`config.mk`:
```
export PLATFORM = sky130hd
export DESIGN_NAME = mc_ctrl
export DESIGN_NICKNAME = d
export VERILOG_FILES = /design/src/rtl/mc_ctrl.sv
export SDC_FILE = /design/constraint.sdc
export NUM_CORES = 1
export LEC_CHECK = 0
export ABC_AREA = 0
export CAP_MARGIN = 15
export CORE_MARGIN = 1.5
export CORE_UTILIZATION = 43
export DETAILED_ROUTE_END_ITERATION = 16
export PLACE_DENSITY_LB_ADDON = 0.15
export SYNTH_ARGS = -nofsm -noshare
export SYNTH_HDL_FRONTEND = slang
export SYNTH_SLANG_ARGS = --single-unit
```
`constraint.sdc`:
```
create_clock -name clk -period 2 [get_ports clk]
set_clock_uncertainty 0.15 [all_clocks]
set_input_delay 0.5 -clock clk [delete_from_list [all_inputs] [get_ports clk]]
set_output_delay 0.5 -clock clk [all_outputs]
set_load 0.02 [all_outputs]
```
`src/rtl/mc_ctrl.sv`:
```
// Multi-cycle main control FSM: fetch/decode/execute/memory/writeback sequencing, ALU op drive, branch resolve.
// Latency: branch 3, R/I/sw 4, lw 5 cycles; each mem_ready=0 cycle in FETCH/MEM_RD/MEM_WR adds one.
// Backpressure: memory stalls via mem_ready. ILLEGAL_TRAP_EN defined -> illegal ops park in TRAP until rst.
module mc_ctrl #(
    parameter int OPW  = 6,
    parameter int AOPW = 4
) (
    input  logic            clk,
    input  logic            rst,
    input  logic [OPW-1:0]  insop,
    input  logic [OPW-1:0]  insfunc,
    input  logic            alu_zero,
    input  logic            alu_neg,
    input  logic            mem_ready,
    output logic            pc_we,
    output logic            ir_we,
    output logic            mem_rd,
    output logic            mem_wr,
    output logic            reg_we,
    output logic            reg_dst,
    output logic            mem_to_reg,
    output logic            alu_src_a,
    output logic [2:0]      alu_src_b,
    output logic            pc_src,
    output logic [AOPW-1:0] alu_op,
    output logic            illegal
);

    localparam logic [3:0] S_IDLE     = 4'd0;
    localparam logic [3:0] S_FETCH    = 4'd1;
    localparam logic [3:0] S_DECODE   = 4'd2;
    localparam logic [3:0] S_EXEC_R   = 4'd3;
    localparam logic [3:0] S_WB_R     = 4'd4;
    localparam logic [3:0] S_EXEC_I   = 4'd5;
    localparam logic [3:0] S_WB_I     = 4'd6;
    localparam logic [3:0] S_MEM_ADDR = 4'd7;
    localparam logic [3:0] S_MEM_RD   = 4'd8;
    localparam logic [3:0] S_MEM_WR   = 4'd9;
    localparam logic [3:0] S_WB_MEM   = 4'd10;
    localparam logic [3:0] S_BRANCH   = 4'd11;
    localparam logic [3:0] S_TRAP     = 4'd12;

`ifdef ILLEGAL_TRAP_EN
    localparam logic [3:0] S_ILL_NEXT = S_TRAP;
`else
    localparam logic [3:0] S_ILL_NEXT = S_FETCH;
`endif

    localparam logic [OPW-1:0] OP_RFMT = 6'd0;
    localparam logic [OPW-1:0] OP_BEQ  = 6'd3;
    localparam logic [OPW-1:0] OP_BNE  = 6'd4;
    localparam logic [OPW-1:0] OP_ADDI = 6'd10;
    localparam logic [OPW-1:0] OP_ANDI = 6'd14;
    localparam logic [OPW-1:0] OP_ORI  = 6'd15;
    localparam logic [OPW-1:0] OP_XORI = 6'd16;
    localparam logic [OPW-1:0] OP_BLT  = 6'd30;
    localparam logic [OPW-1:0] OP_BGT  = 6'd31;
    localparam logic [OPW-1:0] OP_BGE  = 6'd32;
    localparam logic [OPW-1:0] OP_BLE  = 6'd33;
    localparam logic [OPW-1:0] OP_LW   = 6'd43;
    localparam logic [OPW-1:0] OP_SW   = 6'd53;

    localparam logic [OPW-1:0] FN_SLL  = 6'd0;
    localparam logic [OPW-1:0] FN_SRL  = 6'd2;
    localparam logic [OPW-1:0] FN_ADD  = 6'd40;
    localparam logic [OPW-1:0] FN_ADDU = 6'd41;
    localparam logic [OPW-1:0] FN_SUB  = 6'd42;
    localparam logic [OPW-1:0] FN_SUBU = 6'd43;
    localparam logic [OPW-1:0] FN_AND  = 6'd44;
    localparam logic [OPW-1:0] FN_OR   = 6'd45;
    localparam logic [OPW-1:0] FN_XOR  = 6'd46;
    localparam logic [OPW-1:0] FN_NOR  = 6'd47;

    localparam logic [AOPW-1:0] ALU_ADD  = 4'd0;
    localparam logic [AOPW-1:0] ALU_SUB  = 4'd1;
    localparam logic [AOPW-1:0] ALU_AND  = 4'd2;
    localparam logic [AOPW-1:0] ALU_OR   = 4'd3;
    localparam logic [AOPW-1:0] ALU_XOR  = 4'd4;
    localparam logic [AOPW-1:0] ALU_NOR  = 4'd5;
    localparam logic [AOPW-1:0] ALU_SRL  = 4'd6;
    localparam logic [AOPW-1:0] ALU_SLL  = 4'd7;
    localparam logic [AOPW-1:0] ALU_ADDU = 4'd8;
    localparam logic [AOPW-1:0] ALU_SUBU = 4'd9;

    localparam logic [2:0] SB_REGB  = 3'd0;
    localparam logic [2:0] SB_FOUR  = 3'd1;
    localparam logic [2:0] SB_SEXT  = 3'd2;
    localparam logic [2:0] SB_ZEXT  = 3'd3;
    localparam logic [2:0] SB_SEXT2 = 3'd4;

    logic [3:0]      state_q, state_d;
    logic [AOPW-1:0] r_aop;
    logic            r_ok;
    logic            br_taken;

    // IR is stable from DECODE onward, so WB_R re-decodes funct to hold alu_op
    always_comb begin
        r_ok  = 1'b1;
        r_aop = ALU_ADD;
        case (insfunc)
            FN_SLL:  r_aop = ALU_SLL;
            FN_SRL:  r_aop = ALU_SRL;
            FN_ADD:  r_aop = ALU_ADD;
            FN_ADDU: r_aop = ALU_ADDU;
            FN_SUB:  r_aop = ALU_SUB;
            FN_SUBU: r_aop = ALU_SUBU;
            FN_AND:  r_aop = ALU_AND;
            FN_OR:   r_aop = ALU_OR;
            FN_XOR:  r_aop = ALU_XOR;
            FN_NOR:  r_aop = ALU_NOR;
            default: r_ok  = 1'b0;
        endcase
    end

    always_comb begin
        br_taken = 1'b0;
        case (insop)
            OP_BEQ:  br_taken = alu_zero;
            OP_BNE:  br_taken = !alu_zero;
            OP_BLT:  br_taken = alu_neg;
            OP_BGT:  br_taken = !alu_neg && !alu_zero;
            OP_BGE:  br_taken = !alu_neg;
            OP_BLE:  br_taken = alu_neg || alu_zero;
            default: br_taken = 1'b0;
        endcase
    end

    always_comb begin
        state_d    = state_q;
        pc_we      = 1'b0;
        ir_we      = 1'b0;
        mem_rd     = 1'b0;
        mem_wr     = 1'b0;
        reg_we     = 1'b0;
        reg_dst    = 1'b0;
        mem_to_reg = 1'b0;
        alu_src_a  = 1'b0;
        alu_src_b  = SB_REGB;
        pc_src     = 1'b0;
        alu_op     = ALU_ADD;
        case (state_q)
            S_IDLE: state_d = S_FETCH;
            S_FETCH: begin
                mem_rd    = 1'b1;
                alu_src_b = SB_FOUR;
                if (mem_ready) begin
                    pc_we   = 1'b1;
                    ir_we   = 1'b1;
                    state_d = S_DECODE;
                end
            end
            S_DECODE: begin
                alu_src_b = SB_SEXT2;
                case (insop)
                    OP_RFMT:                         state_d = S_EXEC_R;
                    OP_ADDI, OP_ANDI, OP_ORI, OP_XORI: state_d = S_EXEC_I;
                    OP_LW, OP_SW:                    state_d = S_MEM_ADDR;
                    OP_BEQ, OP_BNE, OP_BLT,
                    OP_BGT, OP_BGE, OP_BLE:          state_d = S_BRANCH;
                    default:                         state_d = S_ILL_NEXT;
                endcase
            end
            S_EXEC_R: begin
                alu_src_a = 1'b1;
                alu_op    = r_aop;
                state_d   = r_ok ? S_WB_R : S_ILL_NEXT;
            end
            S_WB_R: begin
                reg_we  = 1'b1;
                reg_dst = 1'b1;
                alu_op  = r_aop;
                state_d = S_FETCH;
            end
            S_EXEC_I: begin
                alu_src_a = 1'b1;
                case (insop)
                    OP_ANDI: begin alu_src_b = SB_ZEXT; alu_op = ALU_AND; end
                    OP_ORI:  begin alu_src_b = SB_ZEXT; alu_op = ALU_OR;  end
                    OP_XORI: begin alu_src_b = SB_ZEXT; alu_op = ALU_XOR; end
                    default: begin alu_src_b = SB_SEXT; alu_op = ALU_ADD; end
                endcase
                state_d = S_WB_I;
            end
            S_WB_I: begin
                reg_we  = 1'b1;
                state_d = S_FETCH;
            end
            S_MEM_ADDR: begin
                alu_src_a = 1'b1;
                alu_src_b = SB_SEXT;
                state_d   = (insop == OP_SW) ? S_MEM_WR : S_MEM_RD;
            end
            S_MEM_RD: begin
                mem_rd = 1'b1;
                if (mem_ready) state_d = S_WB_MEM;
            end
            S_MEM_WR: begin
                mem_wr = 1'b1;
                if (mem_ready) state_d = S_FETCH;
            end
            S_WB_MEM: begin
                reg_we     = 1'b1;
                mem_to_reg = 1'b1;
                state_d    = S_FETCH;
            end
            S_BRANCH: begin
                alu_src_a = 1'b1;
                alu_op    = ALU_SUB;
                pc_src    = 1'b1;
                pc_we     = br_taken;
                state_d   = S_FETCH;
            end
            S_TRAP:  state_d = S_TRAP;
            default: state_d = S_IDLE;
        endcase
    end

`ifdef ILLEGAL_TRAP_EN
    assign illegal = (state_q == S_TRAP);
`else
    assign illegal = 1'b0;
`endif

    always_ff @(posedge clk or posedge rst) begin
        if (rst) state_q <= S_IDLE;
        else     state_q <= state_d;
    end

endmodule

```
==> flow_metrics.tcl, run 1 <==
set metrics [dict create \
    ys_ff_latch 4 \
    rows 15 \
    clock-sinks 4 \
    place_ws_ns -1.202 \
    place.gp.congestion 0.8868 \
    io_pins 34 \
    htree_levels 1 \
    syn_nets 141 \
    place_hpwl_um 2458 \
    grt_max_degree 12 \
    yosysWarningCount 0 \
    placed_area_um2 1464 \
    die_w_um 46.86 \
    yosysUniqueCellTypes 41 \
    synthCells 120 \
    cts_root_buf "clkbuf_4" \
    error "[ERROR DPL-0038] Utilization greater than 100%, impossible to legalize" \
    cts_buffer_depth 2 \
    synth-seq-area-share_pct 12.10 \
    start_util_pct 46.88 \
    numCtsBuffers 3 \
    die_h_um 46.86 \
    grt_repair_worst_endpoint "alu_op[0]" \
    syn_area_um2 827.0 \
    worst-ep-kind "top-level output" \
    stop_stage "5_1_grt" \
    io_buffer_count 32 \
    avgSynthCellArea_um2 6.892 \
    run_status "aborted with a tool error" \
]
[synthesized netlist by cell type]
cell,n,area share (%)
a31o_2,2,2.1
a211o_1,2,2.1
a31oi_1,2,1.5
buf_2,4,2.4
nor4_1,3,2.3
nor3b_1,2,1.8
nand3_1,3,1.8
conb_1,1,0.45
nor2b_1,2,1.5
or3_1,4,3.0
or2_2,1,0.76
a21boi_0,4,3.6
buf_4,1,0.91
nand2_1,7,3.2
clkbuf_1,4,1.8
inv_1,6,2.7
nand3b_1,1,0.91
nand4_1,2,1.5
a221o_1,1,1.2
o21bai_1,1,0.91
nor3_2,1,1.2
o221ai_2,1,1.8
or4_4,1,1.4
xnor2_1,1,1.1
ha_1,4,6.1
a21oi_1,6,3.6
a2bb2oi_1,2,2.1
nand4bb_1,1,1.4
and4bb_1,1,1.5
or2_1,1,0.76
o21a_1,3,2.7
nor2_1,11,5.0
o32a_1,1,1.2
nand4b_1,1,1.1
o21ai_0,7,4.2
o22ai_1,2,1.5
nand2b_1,9,6.8
dfrtp_1,4,12
mux2i_1,3,3.6
o21ai_1,4,2.4
nor3_1,3,1.8
[cell families after synthesis]
logic type | share of synthesized area, %
flip-flops | 12.10
buffers and inverters | 7.867
multiplexers | 3.631
XOR/XNOR | 1.059
AND/OR/NAND/NOR | 37.67
adder cells (fa/ha/maj) | 6.052
other | 0.4534
AO/OA/AOI/OAI | 31.17
[metrics by stage]
| step | cells | hold slack (ns) | util, % | TNS, ns |
|---|---|---|---|---|
| 4_1_cts | 223 | 0.3108 | 95.74 | -1.633 |
| 3_5_place_dp | 209 | 0.5056 | 82.98 | -10.11 |
| 3_3_place_gp | 209 | 0.4945 | 82.98 | -9.276 |
| 2_1_floorplan | 120 | 0.1161 | - | -0.07485 |
[what timing repair did]
| action | 4_1_cts |
|---|---|
| buffers inserted | 11 |
| pin swaps | 18 |
| endpoints found under the setup margin | 20 |
| gates resized for setup | 175 |
| hold buffers | 0 |
==> run 2: changes to the inputs <==
--- a/config.mk
+++ b/config.mk
@@ -7,9 +7,9 @@
 export LEC_CHECK = 0
 export ABC_AREA = 0
 export CAP_MARGIN = 15
-export CORE_MARGIN = 1.5
-export CORE_UTILIZATION = 43
+export CORE_AREA = 2 2 63 65
 export DETAILED_ROUTE_END_ITERATION = 16
+export DIE_AREA = 0 0 65 67
 export PLACE_DENSITY_LB_ADDON = 0.15
 export SYNTH_ARGS = -nofsm -noshare
 export SYNTH_HDL_FRONTEND = slang
==> run 2 against run 1 <==
Compared with the run above: the flow now finishes, with violations (negative setup slack); synthesized cell count unchanged; area after synthesis unchanged.
==> flow_metrics.tcl, run 2 <==
set metrics [dict create \
    yosysUniqueCellTypes 41 \
    peakVddDrop_uv 330.1 \
    largestRegisters "state_q x4" \
    worstSetupPathType "flop to output port" \
    largest-register "state_q" \
    crit_top_cell "buf_6" \
    die_h_um 67 \
    place_ws_ns -1.164 \
    p_total_mw 1.898 \
    leakage_nw 0.8248 \
    numCtsBuffers 3 \
    start_kind "flop" \
    synth-seq-area-share_pct 12.10 \
    n_antenna_cell 0 \
    fin_crit_ns 2.239 \
    switchingPower_uw 813.9 \
    cap_viol_max_count 0 \
    pwr-share-comb_pct 83.4 \
    clk_pin_slew_ns 0.03 \
    drt_iter0_markers 48 \
    yosysWarningCount 0 \
    syn_nets 141 \
    max_freq_mhz 446.6 \
    synth_ff_type "dfrtp_1" \
    synthCells 120 \
    syn_area_um2 827.0 \
    viasPerCell 4.822 \
    die_area_um2 4355 \
    worstPathRequired_ns 1.35 \
    hp-class "input port to async pin" \
    max_stage_delay_ns 0.42 \
    start_util_pct 22.94 \
    drive_gt1_share_pct 62.31 \
    grt_first_pass_wirelength_um 5306 \
    crit_chain "buf_6 > nand2b_4 > a2bb2oi_4 > nor3_4 > buf_4 > a31o_2 > buf_6" \
    cpMaxStageDelayCell "dfrtp_1" \
    synth.most_common_cell "nor2_1" \
    p_seq_share_pct 7.7 \
    wl_per_cell_um 13.45 \
    cts_root_buf "clkbuf_8" \
    cts_buffer_depth 2 \
    globalRouteMet3Util_pct 1.182 \
    final_nets 222 \
    layout_common_cells "buf_4 (40), buf_6 (31), nor2_1 (9)" \
    io_pins 34 \
    holdWs_ns 0.3297 \
    final_common_cell "buf_4" \
    die_w_um 65 \
    ys_ff_latch 4 \
    setup_viol 11 \
    synthMuxAreaShare_pct 3.631 \
    detail-route-antenna-nets 0 \
    cts_hold_buffers 0 \
    drt_wl_total_um 3323 \
    grt_max_degree 13 \
    yosysTopAreaCell "dfrtp_1" \
    largest_reg_flops 4 \
    place_hpwl_um 2400 \
    synth.top_cells.by_count "nor2_1 (11), nand2b_1 (9), nand2_1 (7), o21ai_0 (7)" \
    critPathCaptureType "output port" \
    synth_edf_count 0 \
    top_usage_layer "met2" \
    powerDensity_nw_per_um2 1000 \
    cp.arrival_ns 1.59 \
    rows 22 \
    routed-via-count 1191 \
    syn2layout_area_growth_pct 129.5 \
    grt_pass1_vias 1197 \
    grtUsageMet2_pct 28.74 \
    coreArea_um2 3606 \
    drc_errors 0 \
    synth-simple-area-share_pct 37.67 \
    synth-adder-area-share_pct 6.051 \
    synthArstFlopShare_pct 100.0 \
    setup_ws_ns -0.2389 \
    grt_use_met1_pct 18.48 \
    finish.utilization_pct 52.64 \
    fin_crit_sh_pct 111.9 \
    cts_tree "built" \
    clkLatencyLatePin_ns 0.22 \
    antenna_found_initial 0 \
    io_buffer_count 32 \
    yosysTopAreaCellShare_pct 12.10 \
    synth-xor-area-share_pct 1.059 \
    synth_top_family_by_area "simple AND/OR/NAND/NOR gates" \
    rsz0062_at_grt "true" \
    htree_levels 1 \
    synth_compound_area_share_pct 31.16 \
    finish.instance_area_um2 1898 \
    overflow 0 \
    cp_max_fo 4 \
    run_status "finished with violations" \
    p_sw_share_pct 42.88 \
    place.gp.congestion 0.7862 \
    synth.area.top_cells "dfrtp_1 (12%), nand2b_1 (6.8%), ha_1 (6.1%), nor2_1 (5.0%), o21ai_0 (4.2%)" \
    grt_usage_pct 15.57 \
    maxSlewViolCount 0 \
    p_int_mw 1.084 \
    first_pass_iters 4 \
    avgSynthCellArea_um2 6.892 \
    placed_area_um2 1508 \
    hold_violations 0 \
    violations "negative setup slack" \
    clkPwrFrac_pct 8.9 \
    clock-sinks 4 \
]
## run 2: cell counts after synthesis
Identical to the previous run, type by type.
## run 2: path summary, 6_finish.rpt
kind / start / endpoint / slack, ns / cells past startpoint
max: state_q[0]$_DFFE_PP0P_ / alu_op[2] / -0.24 / 7
min: rst / state_q[0]$_DFFE_PP0P_ / 0.33 / 2
max reg2reg: state_q[3]$_DFFE_PP0P_ / state_q[1]$_DFFE_PP0P_ / 0.39 / 7
min reg2reg: state_q[2]$_DFFE_PP0P_ / state_q[2]$_DFFE_PP0P_ / 0.59 / 3
max in group asynchronous: rst / state_q[2]$_DFFE_PP0P_ / 1.21 / 2
min in group clk: state_q[2]$_DFFE_PP0P_ / state_q[2]$_DFFE_PP0P_ / 0.59 / 3
## run 2: stage by stage
stage,TNS (ns),cells
2_1_floorplan,-0.07485,120
3_3_place_gp,-9.711,234
3_5_place_dp,-9.908,234
4_1_cts,-1.279,243
5_1_grt,-2.092,247
6_report,-1.520,247
## run 2: critical path, delay by kind of cell, from the launching register on
kind | cells | cell delay, ns
DFF | 1 | 0.42
and+or+nand+nor | 2 | 0.15
AOI/OAI and AO/OA | 2 | 0.40
buffers and inverters | 3 | 0.41
## run 2: what timing repair did
action | in CTS | in global routing
gates resized for setup | 179 | 38
gates cloned | 0 | 0
setup endpoints to repair | 20 | 15
buffers inserted | 6 | 5
pin swaps | 20 | 19
## run 2: cell type report
cell class              instances  area, um^2
inverters                       6       27.53
flip-flops and latches          4       101.3
repair buffers                 85       755.7
clock buffers                   3       41.29
multi-input cells             101       912.1
well taps                      48       60.06
fillers                       337        1708
## run 2: power by group through the flow
stage | logic (mW) | clock network (mW) | registers (mW)
global placement | 1.14 | 0 | 0.135
global route | 1.68 | 0.181 | 0.151
floorplan | 0.609 | 0 | 0.131
finish | 1.58 | 0.169 | 0.146
CTS | 1.40 | 0.172 | 0.141
detailed placement | 1.14 | 0 | 0.133
## run 2: metal layers
layer	vias to the layer above	share of wire, %	wire [um]
met1	563	42	1406
met4	0	0.54	18
li1	599	-	-
met2	27	54	1793
met5	-	0	0
met3	2	3.1	104
## run 2: kinds of logic (layout without fill, tap and decap cells)
family                     Yosys count  after routing
and+or+nand+nor                     54             54
AOI/OAI and AO/OA                   38             38
buffers and inverters               15             94
adders and majority gates            4              4
DFF                                  4              4
muxes                                3              3
other                                1              1
xor gates and xnor gates             1              1
(Power assumes the default switching activity.)
==> run 3: changes to the inputs <==
--- a/config.mk
+++ b/config.mk
@@ -8,8 +8,10 @@
 export ABC_AREA = 0
 export CAP_MARGIN = 15
 export CORE_AREA = 2 2 63 65
+export CTS_CLUSTER_SIZE = 30
 export DETAILED_ROUTE_END_ITERATION = 16
 export DIE_AREA = 0 0 65 67
+export GPL_TIMING_DRIVEN = 0
 export PLACE_DENSITY_LB_ADDON = 0.15
 export SYNTH_ARGS = -nofsm -noshare
 export SYNTH_HDL_FRONTEND = slang
==> run 3 against run 2 <==
Compared with the run above: the flow still finishes with violations (negative setup slack); total power decreased by 14%; maximum frequency is 2.3% lower; sequential power up 5%; design area is 19% lower; critical path depth unchanged; core utilization is 10 points lower; setup slack got worse by 0.052 ns; sequential share of layout area is 1.3 points higher; register-to-register slack gained 0.02 ns; highest routed layer unchanged; clock power increased by 4%; flip-flop and latch count unchanged.
==> flow_metrics.tcl, run 3 (synthesized netlist as in run 2, its figures left out) <==
set metrics [dict create \
    start_kind "flop" \
    syn2layout_area_growth_pct 85.17 \
    cp_max_fo 4 \
    met1_length_um 1220 \
    drc_errors 0 \
    detail-route-antenna-nets 0 \
    die_w_um 65 \
    die_area_um2 4355 \
    drive_gt1_share_pct 51.22 \
    cts_hold_buffers 0 \
    cts_root_buf "clkbuf_8" \
    drt_iter0_markers 33 \
    placed_area_um2 1210 \
    worstSetupPathType "flop to output port" \
    place_hpwl_um 2027 \
    max_freq_mhz 436.5 \
    coreArea_um2 3606 \
    cts_buffer_depth 2 \
    overflow 0 \
    layout_common_cells "buf_6 (19), buf_4 (12), nor2_1 (9)" \
    fin_setup_tns_ns -1.448 \
    violations "negative setup slack" \
    rows 22 \
    peakVddDrop_uv 300.8 \
    clkLatencyLatePin_ns 0.22 \
    largest_reg_flops 4 \
    setup_ws_ns -0.2908 \
    fin_crit_sh_pct 114.5 \
    final_common_cell "buf_6" \
    cap_viol_max_count 0 \
    cp.arrival_ns 1.64 \
    n_fill_cell 389 \
    place_ws_ns -1.260 \
    leakage_nw 0.6320 \
    holdWs_ns 0.3301 \
    highest-signal-layer "met4" \
    io_buffer_count 30 \
    fin_crit_ns 2.291 \
    routed-via-count 1048 \
    critPathCaptureType "output port" \
    final_nets 187 \
    maxSlewViolCount 0 \
    setup_viol 9 \
    hold_violations 0 \
    clk_pin_slew_ns 0.03 \
    grt_first_pass_wirelength_um 4326 \
    run_status "finished with violations" \
    grt_max_degree 11 \
    drt_wl_total_um 2891 \
    wl_met3_um 139 \
    hp-class "input port to async pin" \
    grt_usage_pct 12.82 \
    wl_per_cell_um 13.64 \
    rsz0062_at_grt "true" \
    clock-sinks 4 \
    largest-register "state_q" \
    start_util_pct 22.94 \
    htree_levels 1 \
    largestRegisters "state_q x4" \
    first_pass_iters 5 \
    powerDensity_nw_per_um2 1071 \
    numCtsBuffers 3 \
    grt_pass1_vias 990 \
    die_h_um 67 \
    route.met2.wl_um 1508 \
    n_antenna_cell 0 \
    finish.instance_area_um2 1531 \
    viasPerCell 4.943 \
    cts_tree "built" \
    io_pins 34 \
    worstPathRequired_ns 1.35 \
    antenna_found_initial 0 \
    place.gp.congestion 0.8395 \
]
[run 3: worst max-delay path: stages, from the launching register on]
cell	delay, ns
dfrtp_1	0.40
buf_6	0.13
buf_6	0.11
a2bb2oi_2	0.12
nor3_2	0.06
buf_4	0.15
a221o_1	0.30
buf_6	0.14
[run 3: through the flow]
step	utilization (%)	cells	total power, mW
after global routing	42.47	212	1.750
after detailed placement	33.55	198	1.060
final	42.47	212	1.640
after global placement	33.55	198	1.056
after CTS	37.23	207	1.354
after floorplan	-	120	0.7404
[run 3: repair_timing]
action,CTS,global route
pin swaps,11,7
endpoints found under the setup margin,19,14
gates resized for setup,145,46
gates cloned,0,0
setup buffers,7,6
[run 3: area by class of cell]
type | instances | area (um^2) | share of cell area (%)
Clock buffer | 3 | 41.29 | 2.696
Sequential cell | 4 | 101.3 | 6.618
Inverter | 6 | 30.03 | 1.961
Timing Repair Buffer | 43 | 384.1 | 25.08
Tap cell | 48 | 60.06 | 3.922
Multi-Input combinational cell | 101 | 855.8 | 55.88
Buffer | 7 | 58.81 | 3.840
[run 3: per-layer routing]
metal  vias to the layer above  global-route usage, %
li1                        525                      -
met3                         2                  2.703
met5                         -                      0
met1                       492                  15.21
met2                        29                  22.68
met4                         0                  4.521
[run 3: worst paths after layout]
path                                        startpoint                      to  slack, ns  cells past startpoint
worst min-delay path                               rst  state_q[2]$_DFFE_PP0P_       0.33                      2
worst min register to register  state_q[1]$_DFFE_PP0P_  state_q[0]$_DFFE_PP0P_       0.51                      2
min in group clk                state_q[1]$_DFFE_PP0P_  state_q[0]$_DFFE_PP0P_       0.51                      2
worst max-delay path            state_q[2]$_DFFE_PP0P_               alu_op[0]      -0.29                      7
max in group asynchronous                          rst  state_q[0]$_DFFE_PP0P_       1.20                      2
worst max register to register  state_q[2]$_DFFE_PP0P_  state_q[0]$_DFFE_PP0P_       0.41                      6
[run 3: power breakdown]
| group | internal [mW] | switching (mW) | total (mW) | leakage (nW) |
|---|---|---|---|---|
| clock | 0.129 | 0.0460 | 0.175 | 0.0216 |
| sequential | 0.116 | 0.0374 | 0.153 | 0.0513 |
| combinational | 0.662 | 0.651 | 1.31 | 0.559 |
==> run 4: changes to the inputs <==
--- a/config.mk
+++ b/config.mk
@@ -7,7 +7,10 @@
 export LEC_CHECK = 0
 export ABC_AREA = 0
 export CAP_MARGIN = 15
+export CELL_PAD_IN_SITES_DETAIL_PLACEMENT = 2
+export CELL_PAD_IN_SITES_GLOBAL_PLACEMENT = 2
 export CORE_AREA = 2 2 63 65
+export CTS_BUF_LIST = sky130_fd_sc_hd__clkbuf_2 sky130_fd_sc_hd__clkbuf_4 sky130_fd_sc_hd__clkbuf_8
 export CTS_CLUSTER_SIZE = 30
 export DETAILED_ROUTE_END_ITERATION = 16
 export DIE_AREA = 0 0 65 67
==> run 4 against run 3 <==
Compared with the run above: largest power group unchanged; sequential power is 3% lower; first-iteration DRC count is 61% higher; sequential share of layout area is 0.62 points lower; clock power is 2% higher; core utilization is 3.8 points higher; the run still ends with negative setup slack left; critical path type unchanged; clock-buffer cell count stayed put; wire length is 44% higher; maximum frequency is 0.30% lower; die area stayed put; flip-flop and latch count stayed put; non-clock buffer count is 9 higher; critical endpoint unchanged.
==> flow_metrics.tcl, run 4 (synthesized netlist as in run 2, its figures left out) <==
set metrics [dict create \
    finish.utilization_pct 46.29 \
    crit_top_cell "buf_6" \
    cts_tree "built" \
    setup_ws_ns -0.2978 \
    max_stage_delay_ns 0.39 \
    rsz0062_at_grt "true" \
    drt_wl_total_um 4166 \
    max_freq_mhz 435.2 \
    drt_iter0_markers 53 \
    final_nets 196 \
    coreArea_um2 3606 \
    grt_max_degree 11 \
    grt_first_pass_wirelength_um 5699 \
    routed-via-count 1132 \
    viasPerCell 5.122 \
    crit_buf_inv 4 \
    syn2layout_area_growth_pct 101.8 \
    cts_buffer_depth 2 \
    powerDensity_nw_per_um2 1186 \
    overflow 0 \
    setup_viol 11 \
    leakage_nw 0.7142 \
    clk_pin_slew_ns 0.03 \
    worstPathRequired_ns 1.35 \
    cp_max_fo 9 \
    first_pass_iters 4 \
    hp-class "input port to async pin" \
    critPathCaptureType "output port" \
    start_kind "flop" \
    rows 22 \
    n_antenna_cell 0 \
    maxSlewViolCount 0 \
    die_w_um 65 \
    crit_chain "buf_6 > inv_4 > a2bb2oi_2 > nor3_2 > buf_4 > a221o_1 > buf_6" \
    worstSetupPathType "flop to output port" \
    start_util_pct 22.94 \
    fin_setup_tns_ns -1.933 \
    drc_errors 0 \
    largest_reg_flops 4 \
    htree_levels 1 \
    grt_usage_pct 16.96 \
    cts_hold_buffers 0 \
    fin_crit_ns 2.298 \
    place_ws_ns -1.322 \
    cpMaxStageDelayCell "dfrtp_1" \
    final_common_cell "buf_4" \
    die_area_um2 4355 \
    crit_family "buffers and inverters" \
    antenna_found_initial 0 \
    cp.arrival_ns 1.65 \
    p_total_mw 1.979 \
    layout_common_cells "buf_4 (22), buf_6 (18), nor2_1 (9)" \
    numCtsBuffers 3 \
    place.gp.congestion 0.7137 \
    cts_root_buf "clkbuf_8" \
    drive_gt1_share_pct 56.65 \
    run_status "finished with violations" \
    place_hpwl_um 2489 \
    violations "negative setup slack" \
    clkLatencyLatePin_ns 0.23 \
    wl_per_cell_um 18.85 \
    largest-register "state_q" \
    io_buffer_count 30 \
    rr_worst_depth 7 \
    largestRegisters "state_q x4" \
    cap_viol_max_count 0 \
    die_h_um 67 \
    fin_crit_sh_pct 114.9 \
    peakVddDrop_uv 302.7 \
    path_depth 7 \
    io_pins 34 \
    clock-sinks 4 \
    detail-route-antenna-nets 0 \
    hold_violations 0 \
    grt_pass1_vias 1128 \
]
[run 4: cell types whose count changed in the layout (fill, tap and decap cells not counted), sizes merged]
cell           previous run  this run
buf                      40        48
clkdlybuf4s15             2         0
dlygate4sd2               3         5
clkbuf                    7         8
[run 4: path summary, 6_finish.rpt]
path | start | to | slack [ns]
worst max-delay path | state_q[1]$_DFFE_PP0P_ | alu_op[0] | -0.30
worst min-delay path | rst | state_q[0]$_DFFE_PP0P_ | 0.32
worst max register to register | state_q[3]$_DFFE_PP0P_ | state_q[1]$_DFFE_PP0P_ | 0.24
worst min register to register | state_q[1]$_DFFE_PP0P_ | state_q[0]$_DFFE_PP0P_ | 0.59
max in group asynchronous | rst | state_q[1]$_DFFE_PP0P_ | 1.22
min in group clk | state_q[1]$_DFFE_PP0P_ | state_q[0]$_DFFE_PP0P_ | 0.59
[run 4: layout make-up]
class / count / area, um^2
Clock buffer: 3 / 41.29
Timing Repair Buffer: 52 / 471.7
Multi-Input combinational cell: 101 / 905.9
Tap cell: 48 / 60.06
Fill cell: 414 / 1937
Buffer: 7 / 62.56
Sequential cell: 4 / 100.1
Inverter: 6 / 27.53
[run 4: what timing repair did]
item                                    4_1_cts  5_1_grt
cloned                                        0        1
hold endpoints to repair                      0        0
resized for setup                           145       53
endpoints found under the setup margin       19       15
setup buffers                                 5       16
pin swaps                                    15       19
[run 4: worst register-to-register path, stage by stage (launching register included)]
cell	delay (ns)
dfrtp_1	0.41
buf_6	0.13
nand2b_4	0.14
buf_4	0.14
buf_4	0.12
a21boi_0	0.13
o32a_1	0.32
a21oi_1	0.14
[run 4: layer usage]
metal	routed length [um]	GRT usage (%)	vias up
met1	1799	20.91	558
met5	0	0	-
met3	136	2.365	6
li1	-	-	543
met4	72	5.585	0
met2	2157	30.15	25
[run 4: per-stage QoR]
stage | hold WS [ns] | cell area (um^2) | std cells
2_1_floorplan | 0.1161 | 849.6 | 120
3_3_place_gp | 0.5449 | 1210 | 198
3_5_place_dp | 0.5606 | 1210 | 198
4_1_cts | 0.3336 | 1388 | 205
5_1_grt | 0.3364 | 1669 | 221
6_report | 0.3185 | 1669 | 221
[run 4: power by group]
group,switching (mW),internal (mW)
Clock,0.0501,0.129
Combinational,0.816,0.835
Sequential,0.0358,0.114
Total,0.902,1.08
